File: src/rtl/lcd_pkg.sv
// Shared constants for the LCD window-fill sequencer: panel defaults, ST7789-style
// opcodes, FSM state codes and the address-parameter byte selector.
package lcd_pkg;

    localparam int unsigned H_RES_DEF = 320;
    localparam int unsigned V_RES_DEF = 240;
    localparam int unsigned COORD_W   = 9;

    localparam logic [7:0] OP_CASET = 8'h2A;
    localparam logic [7:0] OP_PASET = 8'h2B;
    localparam logic [7:0] OP_RAMWR = 8'h2C;

    localparam logic [2:0] ST_IDLE      = 3'd0;
    localparam logic [2:0] ST_CASET_CMD = 3'd1;
    localparam logic [2:0] ST_CASET_PAR = 3'd2;
    localparam logic [2:0] ST_PASET_CMD = 3'd3;
    localparam logic [2:0] ST_PASET_PAR = 3'd4;
    localparam logic [2:0] ST_RAMWR_CMD = 3'd5;
    localparam logic [2:0] ST_PIXEL     = 3'd6;

    // Address parameters go out as start-hi, start-lo, end-hi, end-lo of 16-bit values.
    function automatic logic [7:0] par_byte(input logic [8:0] start_c,
                                            input logic [8:0] end_c,
                                            input logic [1:0] idx);
        logic [15:0] w;
        w = idx[1] ? {7'd0, end_c} : {7'd0, start_c};
        return idx[0] ? w[7:0] : w[15:8];
    endfunction

endpackage

File: src/rtl/lcd_fill_sequencer_if.sv
// Byte-level handshake between the fill sequencer and the SPI byte engine.
interface lcd_fill_sequencer_if;
    logic       spi_start;
    logic [7:0] spi_data;
    logic       spi_dc;
    logic       spi_done;

    modport master (output spi_start, output spi_data, output spi_dc, input spi_done);
    modport slave  (input spi_start, input spi_data, input spi_dc, output spi_done);
endinterface

File: src/rtl/lcd_window_counter.sv
// Walks a window pixel by pixel: hi/lo byte phase, column, then row.
module lcd_window_counter
    import lcd_pkg::*;
#(
    parameter int unsigned W = COORD_W
) (
    input  logic         clk,
    input  logic         rst,
    input  logic         clr_i,
    input  logic         step_i,
    input  logic [W-1:0] col_max_i,
    input  logic [W-1:0] row_max_i,
    output logic         phase_o,
    output logic         last_o
);

    logic [W-1:0] col_q, col_d;
    logic [W-1:0] row_q, row_d;
    logic         phase_q, phase_d;

    assign phase_o = phase_q;
    assign last_o  = (col_q == col_max_i) && (row_q == row_max_i);

    always_comb begin
        col_d   = col_q;
        row_d   = row_q;
        phase_d = phase_q;
        if (clr_i) begin
            col_d   = '0;
            row_d   = '0;
            phase_d = 1'b0;
        end else if (step_i) begin
            phase_d = ~phase_q;
            // Position only moves once both colour bytes of a pixel are gone.
            if (phase_q) begin
                if (last_o) begin
                    col_d = '0;
                    row_d = '0;
                end else if (col_q == col_max_i) begin
                    col_d = '0;
                    row_d = row_q + 1'b1;
                end else begin
                    col_d = col_q + 1'b1;
                end
            end
        end
    end

    always_ff @(posedge clk or posedge rst) begin
        if (rst) begin
            col_q   <= '0;
            row_q   <= '0;
            phase_q <= 1'b0;
        end else begin
            col_q   <= col_d;
            row_q   <= row_d;
            phase_q <= phase_d;
        end
    end

endmodule

File: src/rtl/lcd_fill_sequencer.sv
// Issues CASET/PASET/RAMWR and streams a solid RGB565 colour into a panel window,
// one byte per SPI-engine handshake, paced by the byte-clock enable.
module lcd_fill_sequencer
    import lcd_pkg::*;
#(
    parameter int unsigned H_RES = H_RES_DEF,
    parameter int unsigned V_RES = V_RES_DEF
) (
    input  logic                  clk,
    input  logic                  rst,
    input  logic                  en,
    input  logic                  req,
    input  logic [8:0]            x0,
    input  logic [8:0]            x1,
    input  logic [8:0]            y0,
    input  logic [8:0]            y1,
    input  logic [15:0]           color,
    lcd_fill_sequencer_if.master  spi,
    output logic                  busy,
    output logic                  done,
    output logic                  err
);

    localparam logic [9:0] H_LIM = 10'(H_RES);
    localparam logic [9:0] V_LIM = 10'(V_RES);

    logic [2:0]  state_q, state_d;
    logic [1:0]  pidx_q, pidx_d;
    logic        done_q, done_d;
    logic        err_q, err_d;
    logic [8:0]  x0_q, x1_q, y0_q, y1_q;
    logic [15:0] color_q;

    logic        accept, bad_win, load, consume, pix_step;
    logic        phase, last_pix;
    logic [7:0]  data_c;
    logic        dc_c;

    assign busy    = (state_q != ST_IDLE);
    assign accept  = en && req && (state_q == ST_IDLE);
    assign bad_win = (x0 > x1) || (y0 > y1) || ({1'b0, x1} >= H_LIM) || ({1'b0, y1} >= V_LIM);
    assign load    = accept && !bad_win;
    // A byte is taken only while one is actually on offer and the byte clock ticks.
    assign consume  = en && spi.spi_done && busy;
    assign pix_step = consume && (state_q == ST_PIXEL);

    lcd_window_counter #(.W(COORD_W)) u_cnt (
        .clk       (clk),
        .rst       (rst),
        .clr_i     (load),
        .step_i    (pix_step),
        .col_max_i (x1_q - x0_q),
        .row_max_i (y1_q - y0_q),
        .phase_o   (phase),
        .last_o    (last_pix)
    );

    always_comb begin
        state_d = state_q;
        pidx_d  = pidx_q;
        done_d  = 1'b0;
        err_d   = 1'b0;
        case (state_q)
            ST_IDLE: begin
                if (accept) begin
                    if (bad_win) begin
                        err_d = 1'b1;
                    end else begin
                        state_d = ST_CASET_CMD;
                        pidx_d  = 2'd0;
                    end
                end
            end
            ST_CASET_CMD: if (consume) state_d = ST_CASET_PAR;
            ST_CASET_PAR: begin
                if (consume) begin
                    pidx_d = pidx_q + 2'd1;
                    if (pidx_q == 2'd3) state_d = ST_PASET_CMD;
                end
            end
            ST_PASET_CMD: if (consume) state_d = ST_PASET_PAR;
            ST_PASET_PAR: begin
                if (consume) begin
                    pidx_d = pidx_q + 2'd1;
                    if (pidx_q == 2'd3) state_d = ST_RAMWR_CMD;
                end
            end
            ST_RAMWR_CMD: if (consume) state_d = ST_PIXEL;
            ST_PIXEL: begin
                if (consume && phase && last_pix) begin
                    state_d = ST_IDLE;
                    done_d  = 1'b1;
                end
            end
            default: state_d = ST_IDLE;
        endcase
    end

    always_comb begin
        data_c = 8'h00;
        dc_c   = 1'b0;
        case (state_q)
            ST_CASET_CMD: data_c = OP_CASET;
            ST_CASET_PAR: begin
                data_c = par_byte(x0_q, x1_q, pidx_q);
                dc_c   = 1'b1;
            end
            ST_PASET_CMD: data_c = OP_PASET;
            ST_PASET_PAR: begin
                data_c = par_byte(y0_q, y1_q, pidx_q);
                dc_c   = 1'b1;
            end
            ST_RAMWR_CMD: data_c = OP_RAMWR;
            ST_PIXEL: begin
                data_c = phase ? color_q[7:0] : color_q[15:8];
                dc_c   = 1'b1;
            end
            default: ;
        endcase
    end

    assign spi.spi_start = busy;
    assign spi.spi_data  = data_c;
    assign spi.spi_dc    = dc_c;
    assign done          = done_q;
    assign err           = err_q;

    // done/err are deliberately not gated by en so they stay single-clock pulses.
    always_ff @(posedge clk or posedge rst) begin
        if (rst) begin
            state_q <= ST_IDLE;
            pidx_q  <= 2'd0;
            done_q  <= 1'b0;
            err_q   <= 1'b0;
        end else begin
            state_q <= state_d;
            pidx_q  <= pidx_d;
            done_q  <= done_d;
            err_q   <= err_d;
        end
    end

    always_ff @(posedge clk or posedge rst) begin
        if (rst) begin
            x0_q    <= '0;
            x1_q    <= '0;
            y0_q    <= '0;
            y1_q    <= '0;
            color_q <= '0;
        end else if (load) begin
            x0_q    <= x0;
            x1_q    <= x1;
            y0_q    <= y0;
            y1_q    <= y1;
            color_q <= color;
        end
    end

endmodule

File: src/flat_wrapper.sv
// flat-port wrapper written by rule: the top's interface ports become plain ports
module lcd_fill_sequencer_flat import lcd_pkg::*;
#(
    parameter int unsigned H_RES = H_RES_DEF,
    parameter int unsigned V_RES = V_RES_DEF
)
  (clk, rst, en, req, x0, x1, y0, y1, color, busy, done, err, spi_spi_start, spi_spi_data, spi_spi_dc, spi_spi_done);
  lcd_fill_sequencer_if spi_i ();
  input  logic clk;
  input  logic rst;
  input  logic en;
  input  logic req;
  input  logic [8:0] x0;
  input  logic [8:0] x1;
  input  logic [8:0] y0;
  input  logic [8:0] y1;
  input  logic [15:0] color;
  output logic busy;
  output logic done;
  output logic err;
  output wire logic [$bits(spi_i.spi_start)-1:0] spi_spi_start;
  output wire logic [$bits(spi_i.spi_data)-1:0] spi_spi_data;
  output wire logic [$bits(spi_i.spi_dc)-1:0] spi_spi_dc;
  input wire logic [$bits(spi_i.spi_done)-1:0] spi_spi_done;
  assign spi_spi_start = spi_i.spi_start;
  assign spi_spi_data = spi_i.spi_data;
  assign spi_spi_dc = spi_i.spi_dc;
  assign spi_i.spi_done = spi_spi_done;
  lcd_fill_sequencer #(.H_RES(H_RES), .V_RES(V_RES)) u_core (.clk(clk), .rst(rst), .en(en), .req(req), .x0(x0), .x1(x1), .y0(y0), .y1(y1), .color(color), .spi(spi_i), .busy(busy), .done(done), .err(err));
endmodule
File: config.mk
export PLATFORM = sky130hd
export DESIGN_NAME = lcd_fill_sequencer_flat
export DESIGN_NICKNAME = d
export VERILOG_FILES = /design/src/rtl/lcd_pkg.sv /design/src/rtl/lcd_fill_sequencer_if.sv /design/src/rtl/lcd_window_counter.sv /design/src/rtl/lcd_fill_sequencer.sv /design/src/flat_wrapper.sv
export SDC_FILE = /design/constraint.sdc
export NUM_CORES = 1
export LEC_CHECK = 0
export ABC_CLOCK_PERIOD_IN_PS = 4100
export BUFFER_PORTS_ARGS = -buffer_cell sky130_fd_sc_hd__buf_2
export CORE_MARGIN = 2
export CORE_UTILIZATION = 59
export DETAILED_ROUTE_END_ITERATION = 8
export GPL_TIMING_DRIVEN = 0
export HOLD_SLACK_MARGIN = 0.12
export PLACE_DENSITY_LB_ADDON = 0.15
export SYNTH_ARGS = -nofsm -noshare
export SYNTH_HDL_FRONTEND = slang
export SYNTH_HIERARCHICAL = 1
export SYNTH_SLANG_ARGS = --single-unit
File: constraint.sdc
create_clock -name clk -period 4.1 [get_ports clk]
set_clock_uncertainty 0.2 [all_clocks]
set_input_delay 0.41 -clock clk [delete_from_list [all_inputs] [get_ports clk]]
set_output_delay 0.41 -clock clk [all_outputs]
set_load 0.005 [all_outputs]
==> flow_summary.yaml, run 1 <==
outcome:
  status: "finished, final reports clean"
placement:
  place.gp.congestion: 0.901
  dp_cells: 715
  port_buffers: 69
  dpl.hpwl_um: 10000
sta:
  final_hold_viol_count: 0
  holdWs_ns: 0.128
  rsz0062_at_grt: "false"
  fin_crit_sh_pct: 95.0
  tightestPinTransition_ns: 0.837
  finalMaxSlewViolations: 0
  slew_headroom_pct: 42.7
  finalSetupViolCount: 0
  fin_crit_ns: 3.89
  fmax_mhz: 257
clocking:
  cts_max_level: 3
  root_buffer: "clkbuf_8"
  cts_tree: "yes"
  cts_buffers: 9
  clock-sinks: 78
  cts.path.max_buffers: 2
  path_clk_slew_ns: 0.09
  clk_latency_ns: 0.36
detailed_routing:
  drtPass1Iterations: 7
  drc: 0
  drt-initial-drc-count: 296
  wl_um: 14500
  final_antenna_net_count: 0
  wire_per_inst_um: 18.5
  viasPerCell: 5.94
  vias: 4650
cells_and_area:
  final_common_cell: "dfrtp_1"
  final_cell_mix: "dfrtp_1, buf_2, inv_1"
  area_growth_pct: 23.9
  fill_cells: 612
  num-nets-final: 766
  n_antenna_cell: 0
  drive_above_1_share_pct: 23.6
  final_cells: 783
global_routing:
  antenna_found_initial: 0
  grt_pass1_vias: 4755
  grt_overflow: 0
  grt_pass1_wl_um: 23400
  grt_max_degree: 32
  grt_usage_pct: 30.5
synthesis:
  synthArstFlopShare_pct: 100
  yosys.area_share.simple_pct: 14.0
  synth_cell_types: 51
  syn-num-nets: 633
  netlist_area_um2: 5260
  synth_top_family_by_area: "multiplexers"
  synth_adder_area_share_pct: 9.75
  yosys_warnings: 6
  synth-edff-count: 0
  synthCells: 537
  muxShareOfSynthArea_pct: 16.1
  netlist.area_leader.share_pct: 37.1
  synth_top_cell_by_area: "dfrtp_1"
  synth_xor_xnor_area_share_pct: 6.32
  synth_area_leaders: "dfrtp_1, mux2_2, ha_1"
  ys_seq_area_share_pct: 37.1
  synth-seq-cells: 78
  ys.flop_type: "dfrtp_1"
  synth_compound_area_share_pct: 10.4
  syn_area_per_cell_um2: 9.80
power:
  p_sw_w: 0.00180
  p_clk_share_pct: 15.6
  intPower_w: 0.00244
  ir_drop_mv: 0.400
  combinationalPowerShare_pct: 54.4
  p_leak_nw: 3.10
  swShare_pct: 42.4
  p_seq_share_pct: 29.9
  pwr_density_cell_nw_per_um2: 650
worst_hold_path:
  whs_path_depth: 2
  min_to: "u_core/y1_q[4]$_DFFE_PP0P_"
  min_path_type: "input pin to register"
  min_from: "y1[4]"
floorplan:
  ios: 70
  die_area_um2: 9690
  start_util_pct: 60.6
  fp.coreArea_um2: 8680
  rows: 34
  fp.dieW_um: 98.4
  chipHeight_um: 98.4
critical_path:
  slowest_delay_ns: 0.55
  critPathBufInv: 5
  ff2ff_setup_slack_ns: 0.29
  crit_path_start_kind: "input pin"
  crit_type: "input pin to register"
  worstPathCellList: "dlygate4sd3_1, buf_2, ha_1, a211oi_1, nor2_1, a2111oi_0, o22ai_1, nor3_1, clkbuf_2, inv_1, o21ai_1, clkbuf_4, o221ai_1"
  cp_data_arrival_time_ns: 3.90
  path_max_fanout: 10
  r2r_start: "u_core/x1_q[0]$_DFFE_PP0P_"
  crit_start: "y0[6]"
  end_kind: "register"
  r2r-end: "u_core/state_q[1]$_DFFE_PP0P_"
  worstPathRequired_ns: 4.11
  rr_worst_depth: 19
  crit_family: "buffers and inverters"
  critPathSlowestCell: "dlygate4sd3_1"
job:
  maxCapViolCount: 0
how the worst max path moves through the flow:
stage,endpoint,slack [ns],cells after the start
6_report,u_core/u_cnt/row_q[3]$_DFFE_PP0P_,0.21,13
5_1_grt,u_core/state_q[2]$_DFFE_PP0P_,0.002,19
4_1_cts,u_core/state_q[1]$_DFFE_PP0P_,0.0001,17
3_5_place_dp,u_core/state_q[1]$_DFFE_PP0P_,-0.08,19
3_3_place_gp,u_core/u_cnt/row_q[3]$_DFFE_PP0P_,0.06,13
2_1_floorplan,u_core/state_q[1]$_DFFE_PP0P_,0.56,18
logic make-up (layout without fill, tap and decap cells):
family	after synthesis	in the layout
mux	76	76
buf+inv	81	219
compound gates	86	86
fa+ha+maj	40	40
flops	78	78
xor+xnor	38	38
simple gates	138	138
layout make-up:
cell class	instances	area (um^2)	area share (%)
buffer	20	109	1.67
clock buffer	9	124	1.90
clock inverter	7	97.6	1.50
inverter	61	229	3.51
multi-input combinational	378	3000	45.9
sequential	78	1950	29.9
tap	108	135	2.07
timing repair buffer	122	878	13.5
flip-flops by register name (all words and copies together) (netlist names):
register,count
u_core/color_q,16
u_core/u_cnt/col_q,9
u_core/u_cnt/row_q,9
u_core/x0_q,9
u_core/x1_q,9
u_core/y0_q,9
u_core/y1_q,9
u_core/state_q,3
u_core/pidx_q,2
u_core/done,1
u_core/err,1
u_core/u_cnt/phase_o,1
power by group through the flow:
stage	logic, W	registers, W	clock network, W
after floorplan	0.00170	0.00119	0
after global placement	0.00208	0.00125	0
after detailed placement	0.00218	0.00127	0
after CTS	0.00224	0.00125	0.000668
after global routing	0.00253	0.00130	0.000702
final	0.00231	0.00127	0.000663
stage by stage:
| step | util, % | setup TNS [ns] | instance area [um^2] | setup WS (ns) | total power (W) |
|---|---|---|---|---|---|
| global placement | 66.2 | 0 | 5740 | 0.0600 | 0.00333 |
| global route | 75.1 | 0 | 6520 | 0.00220 | 0.00453 |
| floorplan | - | 0 | 5260 | 0.561 | 0.00288 |
| detailed placement | 66.4 | -0.201 | 5760 | -0.0769 | 0.00345 |
| finish | 75.1 | 0 | 6520 | 0.206 | 0.00424 |
| CTS | 74.5 | 0 | 6460 | 0.000148 | 0.00416 |
metal layers:
layer | up-vias | part of all wire [%] | track usage [%]
li1 | 2151 | - | -
met1 | 2282 | 42 | 38.4
met2 | 176 | 49 | 51.2
met3 | 41 | 5.3 | 5.74
met4 | 0 | 3.3 | 13.5
met5 | - | 0 | 0
worst register-to-register path: stages, from the launching register on:
cell and delay [ns]:
dfrtp_1 0.38, inv_1 0.08, ha_1 0.23, fa_1 0.42
nor2b_1 0.14, o21ai_0 0.13, a21boi_1 0.21, o21ai_1 0.10
a21oi_1 0.21, xnor2_1 0.10, xor2_1 0.19, nor4_4 0.30
nand3_2 0.13, clkbuf_4 0.22, nor2_1 0.12, nand2_1 0.09
o21ai_2 0.18, nand2_1 0.07, nand3_1 0.09, o21ai_0 0.08
cells in the mapped netlist (3+ instances only):
cell and n:
nand2_1 28, nor2_1 33, nor3_1 17, and3_1 3
mux2i_1 24, o22ai_1 4, nand4_1 9, buf_2 3
a31oi_1 4, a21oi_1 17, mux2_2 46, ha_1 37
o2111ai_1 3, clkbuf_1 10, dfrtp_1 78, inv_1 61
o21ai_0 27, nand4bb_1 3, o221ai_1 9, xnor2_1 16
or3_1 4, buf_4 6, a21boi_0 4, o22a_1 4
nand3_1 14, xor2_1 22, mux2_1 4, nand2b_1 3
nor2b_1 11
repair_timing:
item,4_1_cts,5_1_grt
resized for setup,4,8
hold endpoints to repair,93,2
hold buffers,47,2
endpoints found under the setup margin,2,12
setup buffers,0,3
pin swaps,0,6
(Power assumes the default switching activity.)
==> run 2, diff against run 1 <==
--- a/config.mk
+++ b/config.mk
@@ -9,6 +9,7 @@
 export BUFFER_PORTS_ARGS = -buffer_cell sky130_fd_sc_hd__buf_2
 export CORE_MARGIN = 2
 export CORE_UTILIZATION = 59
+export CTS_BUF_LIST = sky130_fd_sc_hd__clkbuf_16
 export DETAILED_ROUTE_END_ITERATION = 8
 export GPL_TIMING_DRIVEN = 0
 export HOLD_SLACK_MARGIN = 0.12
==> flow_summary.yaml, run 2 (synthesized netlist as in run 1, its figures left out) <==
floorplan:
  chipHeight_um: 98.4
  fp.coreArea_um2: 8680
  rows: 34
  ios: 70
  die_area_um2: 9690
  fp.dieW_um: 98.4
  start_util_pct: 60.6
cells_and_area:
  final_common_cell: "dfrtp_1"
  area_growth_pct: 19.9
  multiInputGateArea_um2: 3000
  seq_area_um2: 1950
  n_antenna_cell: 0
  final_cell_mix: "dfrtp_1, buf_2, inv_1"
  largest_reg_flops: 16
  largest-register: "u_core/color_q"
  num-nets-final: 734
  fin_area_um2: 6310
  drive_above_1_share_pct: 24.4
  fill_cells: 664
power:
  power_w: 0.00440
  intPower_w: 0.00261
  p_leak_nw: 3.02
  swShare_pct: 40.7
  p_clk_share_pct: 19.6
  pwr_density_cell_nw_per_um2: 698
  combinationalPowerShare_pct: 51.6
  p_sw_w: 0.00179
  p_seq_share_pct: 28.7
  ir_drop_mv: 0.385
placement:
  place.gp.congestion: 0.901
  dpl.hpwl_um: 10000
  place_area_um2: 5760
  port_buffers: 69
  post-place-ws_ns: -0.0769
clocking:
  clk_latency_ns: 0.33
  cts_tree: "yes"
  path_clk_slew_ns: 0.07
  cts_buffers: 9
  root_buffer: "clkbuf_16"
  cts_max_level: 3
  clock-sinks: 78
  cts.path.max_buffers: 2
critical_path:
  cp_data_arrival_time_ns: 3.94
  crit_path_start_kind: "register"
  end_kind: "register"
  worstPathRequired_ns: 4.09
  path_max_fanout: 8
  rr_worst_depth: 18
  crit_type: "register to register"
sta:
  fin_crit_ns: 3.95
  finalSetupViolCount: 0
  slew_headroom_pct: 45.1
  rsz0062_at_grt: "true"
  finalMaxSlewViolations: 0
  tightestPinTransition_ns: 0.803
  fmax_mhz: 253
  fin_crit_sh_pct: 96.3
  final_hold_viol_count: 0
  fin_ws_ns: 0.151
global_routing:
  grt_max_degree: 32
  grt_overflow: 0
  antenna_found_initial: 0
  grt_usage_pct: 28.5
  grt_pass1_vias: 4516
  grt_pass1_wl_um: 22000
detailed_routing:
  wl_um: 13400
  vias: 4432
  wire_per_inst_um: 17.8
  drt-initial-drc-count: 217
  drtPass1Iterations: 5
  viasPerCell: 5.90
  drc: 0
  final_antenna_net_count: 0
worst_hold_path:
  whs_path_depth: 2
  min_path_type: "input pin to register"
outcome:
  status: "finished, final reports clean"
job:
  maxCapViolCount: 0
[run 2: changes by cell type in the layout (fill, tap and decap cells not counted)]
cell           before  now
a2111oi_0           2    1
a2111oi_1           0    1
a21boi_0            2    3
a21boi_1            2    1
buf_4               9    8
clkbuf_16           0    9
clkbuf_4            2    1
clkbuf_8            9    0
dlygate4sd3_1      49   19
[run 2: critical path, cell delays in order (launching register included)]
cell	delay (ns)
dfrtp_1	0.38
inv_1	0.06
ha_1	0.21
fa_1	0.42
nor2b_1	0.15
o21ai_0	0.12
a21boi_0	0.30
o21ai_0	0.16
a21oi_1	0.18
xnor2_1	0.19
xor2_1	0.13
nor4_2	0.40
nand3_2	0.24
nor2_1	0.15
nand2_1	0.09
o21ai_2	0.18
nand2_1	0.07
nand3_1	0.09
o21ai_0	0.08
[run 2: cell type report]
cell class	instances	area share [%]
multi-input cells	378	47.5
flip-flops and latches	78	30.9
repair buffers	90	8.93
inverters	61	3.63
clock buffers	9	3.57
well taps	108	2.14
plain buffers	20	1.73
clock inverters	7	1.55
[run 2: metal layers]
layer / GRT usage, % / part of all wire, % / vias up
met2: 46.5 / 48 / 134
met4: 12.3 / 2.9 / 0
met3: 5.46 / 4.7 / 30
li1: - / - / 2088
met5: 0 / 0 / -
met1: 37.2 / 44 / 2180
[run 2: path summary, 6_finish.rpt]
kind	start	endpoint	slack, ns
hold / removal	x0[3]	u_core/x0_q[3]$_DFFE_PP0P_	0.13
setup / recovery	u_core/y1_q[0]$_DFFE_PP0P_	u_core/state_q[1]$_DFFE_PP0P_	0.15
min in group asynchronous	rst	u_core/x1_q[4]$_DFFE_PP0P_	0.53
setup reg to reg	u_core/y1_q[0]$_DFFE_PP0P_	u_core/state_q[1]$_DFFE_PP0P_	0.15
max in group asynchronous	rst	u_core/y0_q[8]$_DFFE_PP0P_	2.57
hold reg to reg	u_core/color_q[5]$_DFFE_PP0P_	u_core/color_q[5]$_DFFE_PP0P_	0.31
[run 2: timing repair]
| item | CTS | global route |
|---|---|---|
| setup buffers | 0 | 1 |
| endpoints found under the setup margin | 2 | 12 |
| gates resized for setup | 4 | 9 |
| pin swaps | 0 | 4 |
| endpoints found under the hold margin | 65 | 0 |
| hold buffers | 19 | 0 |
[run 2: stage by stage]
step	hold slack, ns	TNS [ns]	util (%)	instances
2_1_floorplan	0.161	0	-	537
3_3_place_gp	0.286	0	66.2	714
3_5_place_dp	0.295	-0.201	66.4	715
4_1_cts	0.120	0	72.4	750
5_1_grt	0.123	-0.00275	72.7	751
6_report	0.127	0	72.7	751
[run 2: power groups by stage]
stage / combinational [W] / clock [W] / sequential (W)
2_1_floorplan: 0.00170 / 0 / 0.00119
3_3_place_gp: 0.00208 / 0 / 0.00125
3_5_place_dp: 0.00218 / 0 / 0.00127
4_1_cts: 0.00223 / 0.000880 / 0.00126
5_1_grt: 0.00251 / 0.000907 / 0.00129
6_report: 0.00227 / 0.000865 / 0.00126
==> run 3, diff against run 2 <==
--- a/config.mk
+++ b/config.mk
@@ -7,6 +7,7 @@
 export LEC_CHECK = 0
 export ABC_CLOCK_PERIOD_IN_PS = 4100
 export BUFFER_PORTS_ARGS = -buffer_cell sky130_fd_sc_hd__buf_2
+export CORE_ASPECT_RATIO = 2
 export CORE_MARGIN = 2
 export CORE_UTILIZATION = 59
 export CTS_BUF_LIST = sky130_fd_sc_hd__clkbuf_16
==> flow_summary.yaml, run 3 (synthesized netlist as in run 1, its figures left out) <==
floorplan:
  start_util_pct: 60.9
  fp.dieW_um: 70.8
  ios: 70
  rows: 48
  chipHeight_um: 138
  fp.coreArea_um2: 8650
  die_area_um2: 9740
detailed_routing:
  drt-initial-drc-count: 247
  wire_per_inst_um: 18.4
  wl_um: 13800
  final_antenna_net_count: 0
  viasPerCell: 5.99
  vias: 4505
  drc: 0
  drtPass1Iterations: 5
clocking:
  clk_latency_ns: 0.34
  root_buffer: "clkbuf_16"
  clock-sinks: 78
  cts_buffers: 9
  cts_tree: "yes"
  path_clk_slew_ns: 0.06
  cts.path.max_buffers: 2
  cts_max_level: 3
global_routing:
  grt_pass1_vias: 4597
  grt_overflow: 0
  grt_max_degree: 38
  grt_usage_pct: 30.0
  grt_pass1_wl_um: 22300
  antenna_found_initial: 0
critical_path:
  path_max_fanout: 10
  end_kind: "register"
  cp_common_cell: "buf_2"
  critPathBufInv: 5
  r2r_start: "u_core/x0_q[0]$_DFFE_PP0P_"
  worstPathRequired_ns: 4.09
  slowest_delay_ns: 0.53
  critPathSlowestCell: "dlygate4sd3_1"
  cp_data_arrival_time_ns: 3.87
  crit_family: "buffers and inverters"
  crit_cells: 13
  crit_type: "input pin to register"
  rr_worst_depth: 18
  crit_path_start_kind: "input pin"
  worstPathCellList: "dlygate4sd3_1, buf_2, ha_1, a21oi_1, o21ai_0, a2111oi_0, o22ai_1, nor3_1, clkbuf_2, inv_1, o21ai_1, buf_2, o221ai_1"
  ff2ff_setup_slack_ns: 0.25
  r2r-end: "u_core/state_q[1]$_DFFE_PP0P_"
placement:
  place.gp.congestion: 0.860
  post-place-ws_ns: -0.0678
  port_buffers: 69
  dp_cells: 707
  place_area_um2: 5750
  dpl.hpwl_um: 10600
cells_and_area:
  fin_area_um2: 6380
  drive_above_1_share_pct: 24.1
  utilization_pct: 73.7
  final_cells: 752
  n_antenna_cell: 0
  final_cell_mix: "dfrtp_1, buf_2, inv_1"
  num-nets-final: 743
  largest-register: "u_core/color_q"
  fill_cells: 621
  final_common_cell: "dfrtp_1"
  area_growth_pct: 21.2
  largest_reg_flops: 16
sta:
  slew_headroom_pct: 46.9
  tightestPinTransition_ns: 0.796
  final_hold_viol_count: 0
  fin_ws_ns: 0.224
  fin_crit_ns: 3.88
  rsz0062_at_grt: "true"
  finalSetupViolCount: 0
  fmax_mhz: 258
  finalMaxSlewViolations: 0
  fin_crit_sh_pct: 94.5
worst_hold_path:
  whs_path_depth: 2
  min_path_type: "input pin to register"
  min_from: "x1[5]"
  min_to: "u_core/x1_q[5]$_DFFE_PP0P_"
job:
  maxCapViolCount: 0
power:
  power_w: 0.00437
  p_leak_nw: 3.04
  pwr_density_cell_nw_per_um2: 686
  ir_drop_mv: 0.507
outcome:
  status: "finished, final reports clean"
run 3: per-stage QoR:
stage	TNS (ns)	hold WS, ns
after floorplan	0	0.161
after global placement	0	0.284
after detailed placement	-0.335	0.270
after CTS	0	0.121
after global routing	-0.0543	0.126
final	0	0.125
run 3: power by group:
| part | internal (W) | switching (W) |
|---|---|---|
| combinational | 0.00105 | 0.00127 |
| sequential | 0.00103 | 0.000219 |
| clock | 0.000472 | 0.000329 |
run 3: how the worst max path moves through the flow:
| stage | from | to | slack (ns) |
|---|---|---|---|
| final | y0[4] | u_core/u_cnt/row_q[3]$_DFFE_PP0P_ | 0.22 |
| after global routing | u_core/x1_q[0]$_DFFE_PP0P_ | u_core/state_q[1]$_DFFE_PP0P_ | -0.05 |
| after CTS | u_core/x0_q[0]$_DFFE_PP0P_ | u_core/state_q[1]$_DFFE_PP0P_ | 0.009 |
| after detailed placement | x1[6] | u_core/u_cnt/row_q[3]$_DFFE_PP0P_ | -0.07 |
| after global placement | x1[6] | u_core/u_cnt/row_q[8]$_DFFE_PP0P_ | 0.05 |
| after floorplan | u_core/x0_q[0]$_DFFE_PP0P_ | u_core/state_q[1]$_DFFE_PP0P_ | 0.56 |
run 3: metal layers:
layer | track usage [%] | routed length, um | vias up
met5 | 0 | 0 | -
met4 | 18.7 | 788 | 0
met3 | 5.49 | 586 | 51
met2 | 54.4 | 7500 | 163
met1 | 31.4 | 4970 | 2181
li1 | - | - | 2110
run 3: layout make-up:
class	count	area, um^2	share of cell area [%]
Multi-Input combinational cell	378	3010	47.2
Sequential cell	78	1950	30.6
Timing Repair Buffer	99	656	10.3
Inverter	61	229	3.59
Clock buffer	9	225	3.53
Tap cell	100	125	1.96
Buffer	20	106	1.67
Clock inverter	7	75.1	1.18
run 3: what timing repair did:
| action | 4_1_cts | 5_1_grt |
|---|---|---|
| resized for setup | 2 | 12 |
| hold endpoints to repair | 69 | 0 |
| buffers inserted | 0 | 0 |
| pin swaps | 0 | 2 |
| hold buffers | 29 | 0 |
| endpoints found under the setup margin | 2 | 13 |
